==> config.mk <==
export PLATFORM = sky130hd
export DESIGN_NAME = output_link_rx
export DESIGN_NICKNAME = d
export VERILOG_FILES = /design/src/rtl/output_link_rx.sv
export SDC_FILE = /design/constraint.sdc
export NUM_CORES = 1
export LEC_CHECK = 0
export CAP_MARGIN = 20
export CORE_MARGIN = 2
export CORE_UTILIZATION = 50
export CTS_BUF_LIST = sky130_fd_sc_hd__clkbuf_4 sky130_fd_sc_hd__clkbuf_8
export CTS_CLUSTER_DIAMETER = 200
export DETAILED_ROUTE_END_ITERATION = 8
export PLACE_DENSITY = 0.76
export SETUP_SLACK_MARGIN = 0.5
export SYNTH_ARGS = -nofsm -noshare
export SYNTH_HDL_FRONTEND = slang
export SYNTH_SLANG_ARGS = --single-unit
==> constraint.sdc <==
create_clock -name clk -period 2.2 [get_ports clk]
set_input_delay 0.55 -clock clk [delete_from_list [all_inputs] [get_ports clk]]
set_output_delay 0.55 -clock clk [all_outputs]
set_load 0.005 [all_outputs]
==> src/rtl/output_link_rx.sv <==
// output_link_rx: loopback monitor that rebuilds SPI lane words and the latched column pattern from the output-stage pins.
// Optional build macro OUTPUT_LINK_RX_TIMEOUT_EN adds an idle timeout that discards partial words and pulses frame_error.
module output_link_rx #(
    parameter int CHANNEL_NUMBER = 3,
    parameter int SPI_SIZE       = 8,
    parameter int MSB_FIRST      = 1,
    parameter int COLUMN_BITS    = 17,
    parameter int TIMEOUT_CYCLES = 64
) (
    input  logic                                 clk,
    input  logic                                 rst,
    input  logic                                 spi_clk,
    input  logic [CHANNEL_NUMBER-1:0]            spi_mosi,
    input  logic                                 ser_clk,
    input  logic                                 ser_data,
    input  logic                                 ser_stcp,
    input  logic                                 ser_n_enable,
    output logic [CHANNEL_NUMBER*SPI_SIZE-1:0]   data_out,
    output logic                                 data_valid,
    output logic                                 frame_error,
    output logic [COLUMN_BITS-1:0]               column_pattern,
    output logic                                 column_strobe,
    output logic                                 column_onehot,
    output logic [$clog2(COLUMN_BITS)-1:0]       column_index,
    output logic                                 outputs_enabled,
    output logic [7:0]                           words_in_column
);
    localparam int CN = CHANNEL_NUMBER;
    localparam int CW = $clog2(SPI_SIZE) + 1;
    localparam int IW = $clog2(COLUMN_BITS);
    localparam int LW = COLUMN_BITS - 1;
    localparam logic [CW-1:0] CNT_ONE  = CW'(1);
    localparam logic [CW-1:0] CNT_FULL = CW'(SPI_SIZE);

    typedef enum logic [2:0] {IDLE = 3'd0, SHIFT = 3'd1, DONE = 3'd2} state_t;

    logic [CN+4:0]           pin_raw, sync_a, sync_b;
    logic [CN-1:0]           mosi_s;
    logic                    spi_clk_s, ser_clk_s, ser_data_s, stcp_s;
    logic [2:0]              clk_prev, rise;
    logic                    spi_rise, ser_rise, stcp_rise;
    state_t                  state, state_nx;
    logic [CN*SPI_SIZE-1:0]  sr, sr_nx, sr_shift;
    logic [CW-1:0]           bit_cnt, cnt_nx;
    logic                    load, timeout;
    logic [COLUMN_BITS-1:0]  chain;
    logic [LW-1:0]           low;
    logic                    onehot_nx;
    logic [IW-1:0]           index_nx;

    // The enable pin is inverted before synchronising so that a cleared synchroniser reads as "outputs disabled".
    assign pin_raw    = {~ser_n_enable, ser_stcp, ser_data, ser_clk, spi_clk, spi_mosi};
    assign mosi_s     = sync_b[CN-1:0];
    assign spi_clk_s  = sync_b[CN];
    assign ser_clk_s  = sync_b[CN+1];
    assign ser_data_s = sync_b[CN+2];
    assign stcp_s     = sync_b[CN+3];
    assign outputs_enabled = sync_b[CN+4];
    assign {stcp_rise, ser_rise, spi_rise} = rise;

    // Two-flop synchroniser for every pin input.
    always_ff @(posedge clk or negedge rst) begin
        if (!rst) begin
            sync_a <= '0;
            sync_b <= '0;
        end else begin
            sync_a <= pin_raw;
            sync_b <= sync_a;
        end
    end

    // Registered rising-edge detectors for the three pin clocks.
    always_ff @(posedge clk or negedge rst) begin
        if (!rst) begin
            clk_prev <= '0;
            rise     <= '0;
        end else begin
            clk_prev <= {stcp_s, ser_clk_s, spi_clk_s};
            rise     <= {stcp_s, ser_clk_s, spi_clk_s} & ~clk_prev;
        end
    end

    for (genvar i = 0; i < CN; i++) begin : g_lane
        assign sr_shift[i*SPI_SIZE +: SPI_SIZE] = (MSB_FIRST != 0)
            ? {sr[i*SPI_SIZE +: SPI_SIZE-1], mosi_s[i]}
            : {mosi_s[i], sr[i*SPI_SIZE+1 +: SPI_SIZE-1]};
    end

`ifdef OUTPUT_LINK_RX_TIMEOUT_EN
    localparam int TW = $clog2(TIMEOUT_CYCLES + 1);
    logic [TW-1:0] idle_cnt;

    assign timeout = (state == SHIFT) && !spi_rise && (idle_cnt == TW'(TIMEOUT_CYCLES - 1));

    // Idle counter: counts SHIFT cycles without a spi_clk rise; a rise or a timeout restarts it.
    always_ff @(posedge clk or negedge rst) begin
        if (!rst) begin
            idle_cnt    <= '0;
            frame_error <= 1'b0;
        end else begin
            idle_cnt    <= (state == SHIFT && !spi_rise && !timeout) ? idle_cnt + TW'(1) : '0;
            frame_error <= timeout;
        end
    end
`else
    assign timeout     = 1'b0;
    assign frame_error = 1'b0;
`endif

    // SPI word FSM: next state, shift register and bit counter.
    always_comb begin
        state_nx = state;
        sr_nx    = sr;
        cnt_nx   = bit_cnt;
        load     = 1'b0;
        if (state == IDLE && spi_rise) begin
            sr_nx    = sr_shift;
            cnt_nx   = CNT_ONE;
            state_nx = (CNT_ONE == CNT_FULL) ? DONE : SHIFT;
        end else if (state == SHIFT && spi_rise) begin
            sr_nx    = sr_shift;
            cnt_nx   = bit_cnt + CNT_ONE;
            state_nx = (bit_cnt + CNT_ONE == CNT_FULL) ? DONE : SHIFT;
        end else if (state == SHIFT && timeout) begin
            sr_nx    = '0;
            cnt_nx   = '0;
            state_nx = IDLE;
        end else if (state == DONE) begin
            load     = 1'b1;
            state_nx = IDLE;
        end else if (state != IDLE && state != SHIFT) begin
            state_nx = IDLE;
        end
    end

    // SPI FSM state, shift register and counter registers.
    always_ff @(posedge clk or negedge rst) begin
        if (!rst) begin
            state   <= IDLE;
            sr      <= '0;
            bit_cnt <= '0;
        end else begin
            state   <= state_nx;
            sr      <= sr_nx;
            bit_cnt <= cnt_nx;
        end
    end

    // Word output: publish on DONE; a column latch clears the word count and beats a same-cycle increment.
    always_ff @(posedge clk or negedge rst) begin
        if (!rst) begin
            data_out        <= '0;
            data_valid      <= 1'b0;
            words_in_column <= '0;
        end else begin
            data_valid      <= load;
            data_out        <= load ? sr : data_out;
            words_in_column <= stcp_rise ? 8'd0
                             : (load && words_in_column != 8'hFF) ? words_in_column + 8'd1
                             : words_in_column;
        end
    end

    assign low = chain[LW-1:0];

    // Column decode of the chain contents that are about to be latched.
    always_comb begin
        onehot_nx = (low != '0) && ((low & (low - LW'(1))) == '0);
        index_nx  = '0;
        for (int i = COLUMN_BITS - 1; i >= 0; i--)
            if (chain[i]) index_nx = IW'(i);
    end

    // Shift chain and storage latch; a same-cycle shift and latch stores the pre-shift contents.
    always_ff @(posedge clk or negedge rst) begin
        if (!rst) begin
            chain          <= '0;
            column_pattern <= '0;
            column_strobe  <= 1'b0;
            column_onehot  <= 1'b0;
            column_index   <= '0;
        end else begin
            chain          <= ser_rise ? {chain[COLUMN_BITS-2:0], ser_data_s} : chain;
            column_strobe  <= stcp_rise;
            column_pattern <= stcp_rise ? chain : column_pattern;
            column_onehot  <= stcp_rise ? onehot_nx : column_onehot;
            column_index   <= stcp_rise ? index_nx : column_index;
        end
    end
endmodule

# Word level (Yosys, flattened, before mapping)
# Cells that the tools add are included.
dict set report totals {
  register_bits 127
  in_bits 10
  output_inout_bits 59
  elab_cells 70
}
dict set report classes {
  add_sub_neg 3
  n_eq_ne 5
  n_mux 31
  n_bitwise 4
  n_reduce_logical 12
}
# cell count
set ops {}
lappend ops {{5-bit 2-to-1 mux} 17}
lappend ops {{24-bit 2-to-1 mux} 2}
lappend ops {{16-bit AND} 1}
lappend ops {{16-bit logical NOT} 1}
lappend ops {{8-bit 2-to-1 mux} 2}
lappend ops {{16-bit nonzero test} 1}
lappend ops {{16-bit by 1-bit subtractor with 16-bit output, second input constant} 1}
lappend ops {{3-bit 2-to-1 mux} 4}
lappend ops {{8-bit by 1-bit adder with 8-bit output, second input constant} 1}
lappend ops {{4-bit 2-to-1 mux} 2}
lappend ops {{8-bit != test, second input constant} 1}
lappend ops {{1-bit logical AND} 5}
lappend ops {{4-bit by 1-bit adder with 4-bit output, second input constant} 1}
lappend ops {{4-bit == test, second input constant} 1}
lappend ops {{2-bit nonzero test} 2}
lappend ops {{4-bit nonzero test} 1}
lappend ops {{3-bit AND} 1}
lappend ops {{3-bit by 1-bit == test with 1-bit output, second input constant} 1}
lappend ops {{3-bit by 2-bit == test with 1-bit output, second input constant} 1}
lappend ops {{3-bit logical NOT} 1}
lappend ops {{1-bit 2-to-1 mux} 3}
lappend ops {{3-bit by 1-bit != test with 1-bit output, second input constant} 1}
lappend ops {{3-bit NOT} 1}
lappend ops {{3-bit nonzero test} 1}
lappend ops {{2 further kinds} 2}

# Logic depth before layout (Yosys ltp)
# Gate-level depths: netlist of the first run.
dict set report logic_depth {
  word_depth 17
  depth_mapped 7
  depth_no_buf 7
}

# Least setup slack after synthesis of the first run
# Ideal clock, no wire load.
dict set report synth_path {
  path_type {reg-to-reg}
  from {register chain[3]}
  to {register column_onehot}
  setup_time_ns 0.095
  arrival_time_ns 1.829
  t_required_ns 2.105
  setup_slack_ns 0.275
  stages_incl_launch_ff 8
  n_path_buf 1
  synth_period_minus_slack_ns 1.925
  cell_sequence {dfrtp_1 -> buf_6 -> or4_4 -> nor2_2 -> nand2_2 -> a211oi_2 -> o22ai_1 -> o32ai_2}
}
dict set report synth_between {
  elab_chain_cells 4
  elab_cells_between_ends 5
  classes_between {add/sub: 1; bitwise: 1; reduce/logical: 3}
}
# element line
set synth_rtl {}
lappend synth_rtl {{from (decl)} 46} ;# logic [COLUMN_BITS-1:0] chain;
lappend synth_rtl {{from (signal assigned)} 183} ;# chain <= ser_rise ? {chain[COLUMN_BITS-2:0], ser_data_s} : chain;
lappend synth_rtl {{16-bit by 1-bit subtractor with 16-bit output} 168} ;# onehot_nx = (low != '0) && ((low & (low - LW'(1))) == '0);
lappend synth_rtl {{16-bit AND} 168}
lappend synth_rtl {{16-bit logical NOT} 168}
lappend synth_rtl {{1-bit logical AND *} 168}
lappend synth_rtl {{to (signal assigned)} 186} ;# column_onehot <= stcp_rise ? onehot_nx : column_onehot;
lappend synth_rtl {{to (decl)} 23} ;# output logic column_onehot,
# Every way passes the cells marked *; elsewhere a longest branch is shown, timed or not.
# A chain may end at the register's enable or synchronous reset.

# Worst setup path after layout of the first run
dict set report layout_path {
  from {register chain[5]}
  to {register column_onehot}
}
# The elaborated chain is that of the path after synthesis.

==> flow_metrics.py, run 1 <==
metrics = {
    "power_and_ir_drop": {
        "irDropWorstVdd_uv": 620.8,
        "finalPower_mw": 6.880,
        "power_density_nw_per_um2": 1074,
        "p_leak_nw": 3.243,
    },
    "yosys": {
        "synth_edf_count": 0,
        "ys.flop_type": "dfrtp_1",
        "synth-adder-area-share_pct": 0.9613,
        "async_reset_ff_share_pct": 100.0,
        "seq_area_frac_synth_pct": 63.75,
        "ys_ff_latch": 126,
        "yosys.area_share.simple_pct": 12.90,
        "yosysWarnings": 0,
        "syn_avg_cell_area_um2": 12.18,
        "synth-xor-area-share_pct": 1.417,
        "synth_compound_area_share_pct": 5.388,
        "syn_area_um2": 4946,
        "synth_fp_nets": 419,
        "synth_cell_types": 48,
        "synthCells": 406,
        "muxShareOfSynthArea_pct": 12.50,
        "synth_top_family_by_area": "simple AND/OR/NAND/NOR gates",
    },
    "floorplanning": {
        "start_util_pct": 51.07,
        "io_pins": 69,
        "rows": 36,
        "dieArea_um2": 10700,
        "die_h_um": 103.5,
        "die_w_um": 103.5,
        "coreArea_um2": 9684,
    },
    "setup_path": {
        "endpoint_kind": "flop",
        "r2r-start": "chain[5]",
        "worstPathMaxFanout": 3,
        "r2r_cells": 5,
        "startpoint_type": "flop",
        "r2r_setup_slack_ns": 0.21,
        "crit_required_ns": 2.53,
        "critPathLaunch": "chain[5]",
        "r2r_end": "column_onehot",
        "crit_path_end": "column_onehot",
        "worstPathArrival_ns": 2.32,
        "path_class": "flop to flop",
    },
    "grt": {
        "grt_pass1_vias": 3387,
        "grt_pass1_wl_mm": 16.09,
        "grt_overflow_total": 0,
        "antenna_found_initial": 0,
        "grt_usage_pct": 20.13,
        "grt_max_degree": 39,
    },
    "route": {
        "drtPass1Iterations": 4,
        "drc_errors": 0,
        "vias": 3331,
        "drt-initial-drc-count": 160,
        "wire_per_inst_um": 14.87,
        "wl_mm": 9.696,
        "ant_nets": 0,
        "vias_per_cell": 5.109,
    },
    "sta": {
        "finalSetupViolations": 0,
        "tightestPinTransition_ns": 0.7665,
        "rsz0062_at_grt": "true",
        "drv_slew": 0,
        "finalCritPeriodShare_pct": 90.49,
        "hold_viol": 0,
        "setup_tns_ns": 0,
        "fmax_mhz": 502.3,
        "finalClockSkew_ns": 0.01480,
        "slew_headroom_pct": 48.90,
        "fin_crit_ns": 1.991,
    },
    "layout": {
        "nFillCells": 757,
        "syn2layout_area_growth_pct": 29.52,
        "antenna-diode-count": 0,
        "nets": 520,
        "final_util_pct": 66.15,
        "multiInputGateArea_um2": 1705,
        "finalNonFillerCells": 652,
        "layout-drive-gt1-share_pct": 28.52,
        "area.sequential_um2": 3161,
    },
    "hold_path": {
        "hold_path_class": "input port to async pin",
    },
    "clocking": {
        "cts_inserted_buffers": 17,
        "cts_sinks": 126,
        "clk_pin_slew_worst_paths_ns": 0.08,
        "htree_levels": 4,
        "clock_latency_ns": 0.44,
        "root_buffer": "clkbuf_8",
        "clk_path_buf_depth": 2,
        "cts_tree": "built",
    },
    "flow_run": {
        "cap_violations": 0,
    },
    "placement": {
        "port_buffers": 67,
        "gp_congestion": 0.8979,
        "hpwl_mm": 6.131,
        "dpl.cell_count": 594,
    },
    "outcome": {
        "status": "finished, final reports clean",
    },
}
[Yosys cell counts, drive strengths merged (2+ instances only)]
master	n	area share, %
nand2b	3	0.38
xor2	6	1.1
clkbuf	13	0.99
nand4	4	0.51
xnor2	2	0.35
buf	8	1.3
nor4	2	0.25
nand3	5	0.51
nor2b	5	0.63
or2	2	0.25
nand2	91	7.0
inv	9	0.68
a211oi	2	0.40
or4	2	0.46
nor3	8	0.81
o31ai	4	0.61
dfrtp	126	64
a2111oi	2	0.35
ha	3	0.76
nor2	20	1.6
mux2	54	12
o21ai	11	1.1
o41ai	2	0.51
a21oi	6	0.61
[repair_timing]
action / in CTS / in global routing
buffers inserted: 25 / 2
gates resized for setup: 66 / 20
cloned: 0 / 0
pin swaps: 4 / 2
setup endpoints to repair: 61 / 17
hold buffers: 0 / 0
[power by group]
group | internal, mW | switching, mW | total (mW)
combinational | 0.875 | 0.727 | 1.60
clock | 1.15 | 0.903 | 2.05
sequential | 2.79 | 0.432 | 3.23
total | 4.82 | 2.06 | 6.88
[stage by stage]
stage               hold WS, ns  worst slack [ns]  area (um^2)
global placement         0.3316            0.2768         5791
global route             0.1050            0.1487         6406
floorplan                0.2544            0.2854         4951
finish                  0.08992            0.2092         6406
detailed placement       0.3355            0.1358         5791
CTS                     0.08234            0.2415         6346
[cell type report]
type / instances / area share [%]
Multi-Input combinational cell: 250 / 26.62
Timing Repair Buffer: 103 / 14.45
Inverter: 9 / 0.5273
Tap cell: 133 / 2.598
Clock inverter: 13 / 2.598
Clock buffer: 18 / 3.867
Sequential cell: 126 / 49.34
[cells in the final DEF, fill, tap and decap left out, types with 3 or more instances in the layout]
| cell | n |
|---|---|
| dfrtp_1 | 120 |
| clkinvlp_4 | 3 |
| inv_1 | 9 |
| clkbuf_8 | 18 |
| nand3_1 | 5 |
| nor2_1 | 18 |
| clkdlybuf4s15_1 | 8 |
| a21oi_1 | 6 |
| nand2b_1 | 3 |
| bufinv_16 | 3 |
| o21ai_0 | 10 |
| clkinv_4 | 4 |
| xor2_1 | 6 |
| nor3_1 | 7 |
| dlygate4sd2_1 | 50 |
| dfrtp_2 | 6 |
| buf_4 | 33 |
| clkdlybuf4s50_1 | 8 |
| nand4_1 | 4 |
| mux2_2 | 54 |
| buf_12 | 4 |
| nor2b_1 | 4 |
| nand2_1 | 90 |
[routing by layer]
layer  part of all wire (%)  vias to the layer above  GRT usage, %
li1                       -                     1565             -
met1                     44                     1675         24.77
met2                     50                       72         32.70
met3                    4.5                       19         7.258
met4                    1.7                        0         7.692
met5                      0                        -             0
[worst max-delay path, cell delays in order, from the launching register on]
cell and delay [ns]:
dfrtp_2 0.41, or4_4 0.57, or2_4 0.28, o41ai_2 0.22, nand4_1 0.18, o32ai_2 0.23
[how the worst min path moves through the flow]
stage / endpoint / cells after the start
floorplan: bit_cnt[0] / 0
global placement: sync_b[0] / 0
detailed placement: sync_b[7] / 0
CTS: words_in_column[0] / 1
global route: words_in_column[1] / 1
finish: words_in_column[7] / 1
[state kept, by name (all words and copies together) (netlist names), 4 cells and up]
register,count
column_index,5
chain,17
sync_a,8
sync_b,8
column_pattern,17
sr,24
data_out,24
words_in_column,8
bit_cnt,4
[logic make-up after synthesis]
group           Yosys count
compound gates           36
xor+xnor                  8
buf+inv                  30
flops                   126
other cells               1
mux                      55
simple gates            146
fa+ha+maj                 4
Note: power is estimated with default switching activity, not from simulation.
==> inputs of run 2 (changes only) <==
Clock period 2.2 ns to 1.9 ns, I/O delays scaled along.
==> flow_metrics.py, run 2 (synthesized netlist as in run 1, its figures left out) <==
metrics = {
    "grt": {
        "antenna_found_initial": 0,
        "grt_pass1_vias": 3463,
        "grt_usage_pct": 20.39,
        "grt_overflow_total": 0,
        "grt_max_degree": 59,
        "grt_pass1_wl_mm": 16.45,
    },
    "route": {
        "ant_nets": 0,
        "drtPass1Iterations": 4,
        "drc_errors": 0,
        "vias_per_cell": 5.100,
        "wl_mm": 10.59,
        "vias": 3529,
        "drt-initial-drc-count": 94,
        "wire_per_inst_um": 15.31,
    },
    "layout": {
        "syn2layout_area_growth_pct": 35.29,
        "reg_top3": "data_out: 24 flops, sr: 24 flops",
        "layout-drive-gt1-share_pct": 47.41,
        "nets": 559,
        "layout_commonest_cell": "dfrtp_1",
        "final_util_pct": 69.10,
        "final_cell_mix": "118 x dfrtp_1, 87 x nand2_1, 54 x mux2_2, 54 x buf_4, 54 x buf_2",
        "finalNonFillerCells": 692,
        "antenna-diode-count": 0,
    },
    "setup_path": {
        "r2r-start": "chain[7]",
        "slowest_delay_ns": 0.58,
        "r2r_setup_slack_ns": -0.15,
        "endpoint_kind": "flop",
        "path_delay_family": "simple AND/OR/NAND/NOR gates",
        "slowest_stage": "or4_4",
        "cp_cell_sequence": "or4_4 > buf_6 > o21ai_0 > nand2_1 > o31ai_1 > nand4_1 > o32ai_2",
        "crit_required_ns": 2.23,
        "path_buf_inv": 1,
        "worstPathMaxFanout": 3,
        "startpoint_type": "flop",
        "worstPathArrival_ns": 2.38,
        "r2r_end": "column_onehot",
        "r2r_cells": 7,
        "path_class": "flop to flop",
    },
    "sta": {
        "fin_crit_ns": 2.050,
        "rsz0062_at_grt": "true",
        "fin_ws_ns": -0.1499,
        "drv_slew": 0,
        "hold_viol": 0,
        "finalSetupViolations": 1,
        "finalCritPeriodShare_pct": 107.9,
        "fmax_mhz": 487.8,
        "finalClockSkew_ns": 0.01064,
    },
    "clocking": {
        "clk_pin_slew_worst_paths_ns": 0.08,
        "cts_inserted_buffers": 17,
        "clock_latency_ns": 0.43,
        "cts_sinks": 126,
        "htree_levels": 4,
        "clk_path_buf_depth": 2,
        "root_buffer": "clkbuf_8",
        "cts_tree": "built",
    },
    "outcome": {
        "status": "finished with violations",
        "violations": "negative setup slack",
    },
    "floorplanning": {
        "die_h_um": 103.5,
        "start_util_pct": 51.07,
        "io_pins": 69,
        "dieArea_um2": 10700,
        "rows": 36,
        "die_w_um": 103.5,
        "coreArea_um2": 9684,
    },
    "power_and_ir_drop": {
        "power_density_nw_per_um2": 1267,
        "p_leak_nw": 3.390,
        "irDropWorstVdd_uv": 572.8,
    },
    "placement": {
        "port_buffers": 67,
        "gp_congestion": 0.9145,
        "hpwl_mm": 6.220,
        "dpl.cell_count": 608,
    },
    "hold_path": {
        "hold_path_class": "flop to flop",
        "holdCritStartpoint": "sync_a[6]",
        "hold_depth": 0,
        "min_to": "sync_b[6]",
    },
    "flow_run": {
        "cap_violations": 0,
    },
}
run 2: changes by cell type in the layout (fill, tap and decap cells not counted), moves of 6 or more:
cell,before,now
buf_2,0,54
dlygate4sd2_1,50,0
buf_4,33,54
buf_6,0,19
clkdlybuf4s15_1,8,0
inv_6,1,7
run 2: area by class of cell:
| cell class | instances | area (um^2) |
|---|---|---|
| clock inverters | 15 | 173.9 |
| clock buffers | 17 | 234.0 |
| multi-input cells | 250 | 1826 |
| fillers | 697 | 2993 |
| flip-flops and latches | 126 | 3163 |
| repair buffers | 142 | 1095 |
| well taps | 133 | 166.4 |
| inverters | 9 | 33.78 |
run 2: repair_timing:
action                                 4_1_cts  5_1_grt
pin swaps                                   14       20
endpoints found under the hold margin       30        0
hold buffers                                 1        0
buffers inserted                            36       15
setup endpoints to repair                   94       86
gates resized for setup                    268       26
run 2: routing by layer:
layer  vias up  routed length, um  global-route usage [%]
li1       1664                  -                       -
met1      1753               4422                   25.60
met2        92               5439                   33.55
met3        20                497                   5.981
met4         0                235                   7.895
met5         -                  0                       0
run 2: through the flow:
stage                     setup TNS [ns]  power, mW  area, um^2  worst slack (ns)  hold slack, ns
final                            -0.1499      8.480        6691           -0.1499          0.3478
after global routing             -0.1752      8.975        6691           -0.1752          0.3561
after CTS                       -0.05098      8.172        6472          -0.05098          0.3531
after detailed placement        -0.05500      5.729        5942          -0.05500          0.3347
after global placement                 0      5.633        5942           0.02446          0.3327
after floorplan                 -0.01359      4.712        4997          -0.01359          0.1794
run 2: worst register-to-register path: cells and delay by family, from the launching register on:
| family | cells | cell delay, ns |
|---|---|---|
| flip-flops | 1 | 0.40 |
| AO/OA/AOI/OAI | 3 | 0.54 |
| AND/OR/NAND/NOR | 3 | 0.86 |
| buffers and inverters | 1 | 0.15 |
run 2: worst max path at each step:
| stage | startpoint | endpoint | slack (ns) | cells after the start |
|---|---|---|---|---|
| CTS | chain[3] | column_onehot | -0.05 | 5 |
| detailed placement | chain[6] | column_onehot | -0.05 | 5 |
| global placement | chain[6] | column_onehot | 0.02 | 5 |
| finish | chain[7] | column_onehot | -0.15 | 7 |
| floorplan | chain[3] | column_onehot | -0.01 | 6 |
| global route | chain[7] | column_onehot | -0.18 | 7 |
run 2: power breakdown:
group | leakage (nW) | total [mW] | internal [mW] | switching (mW)
Clock | 0.195 | 2.38 | 1.21 | 1.17
Sequential | 1.62 | 3.68 | 3.24 | 0.439
Combinational | 1.57 | 2.43 | 1.31 | 1.12
Total | 3.39 | 8.48 | 5.76 | 2.72
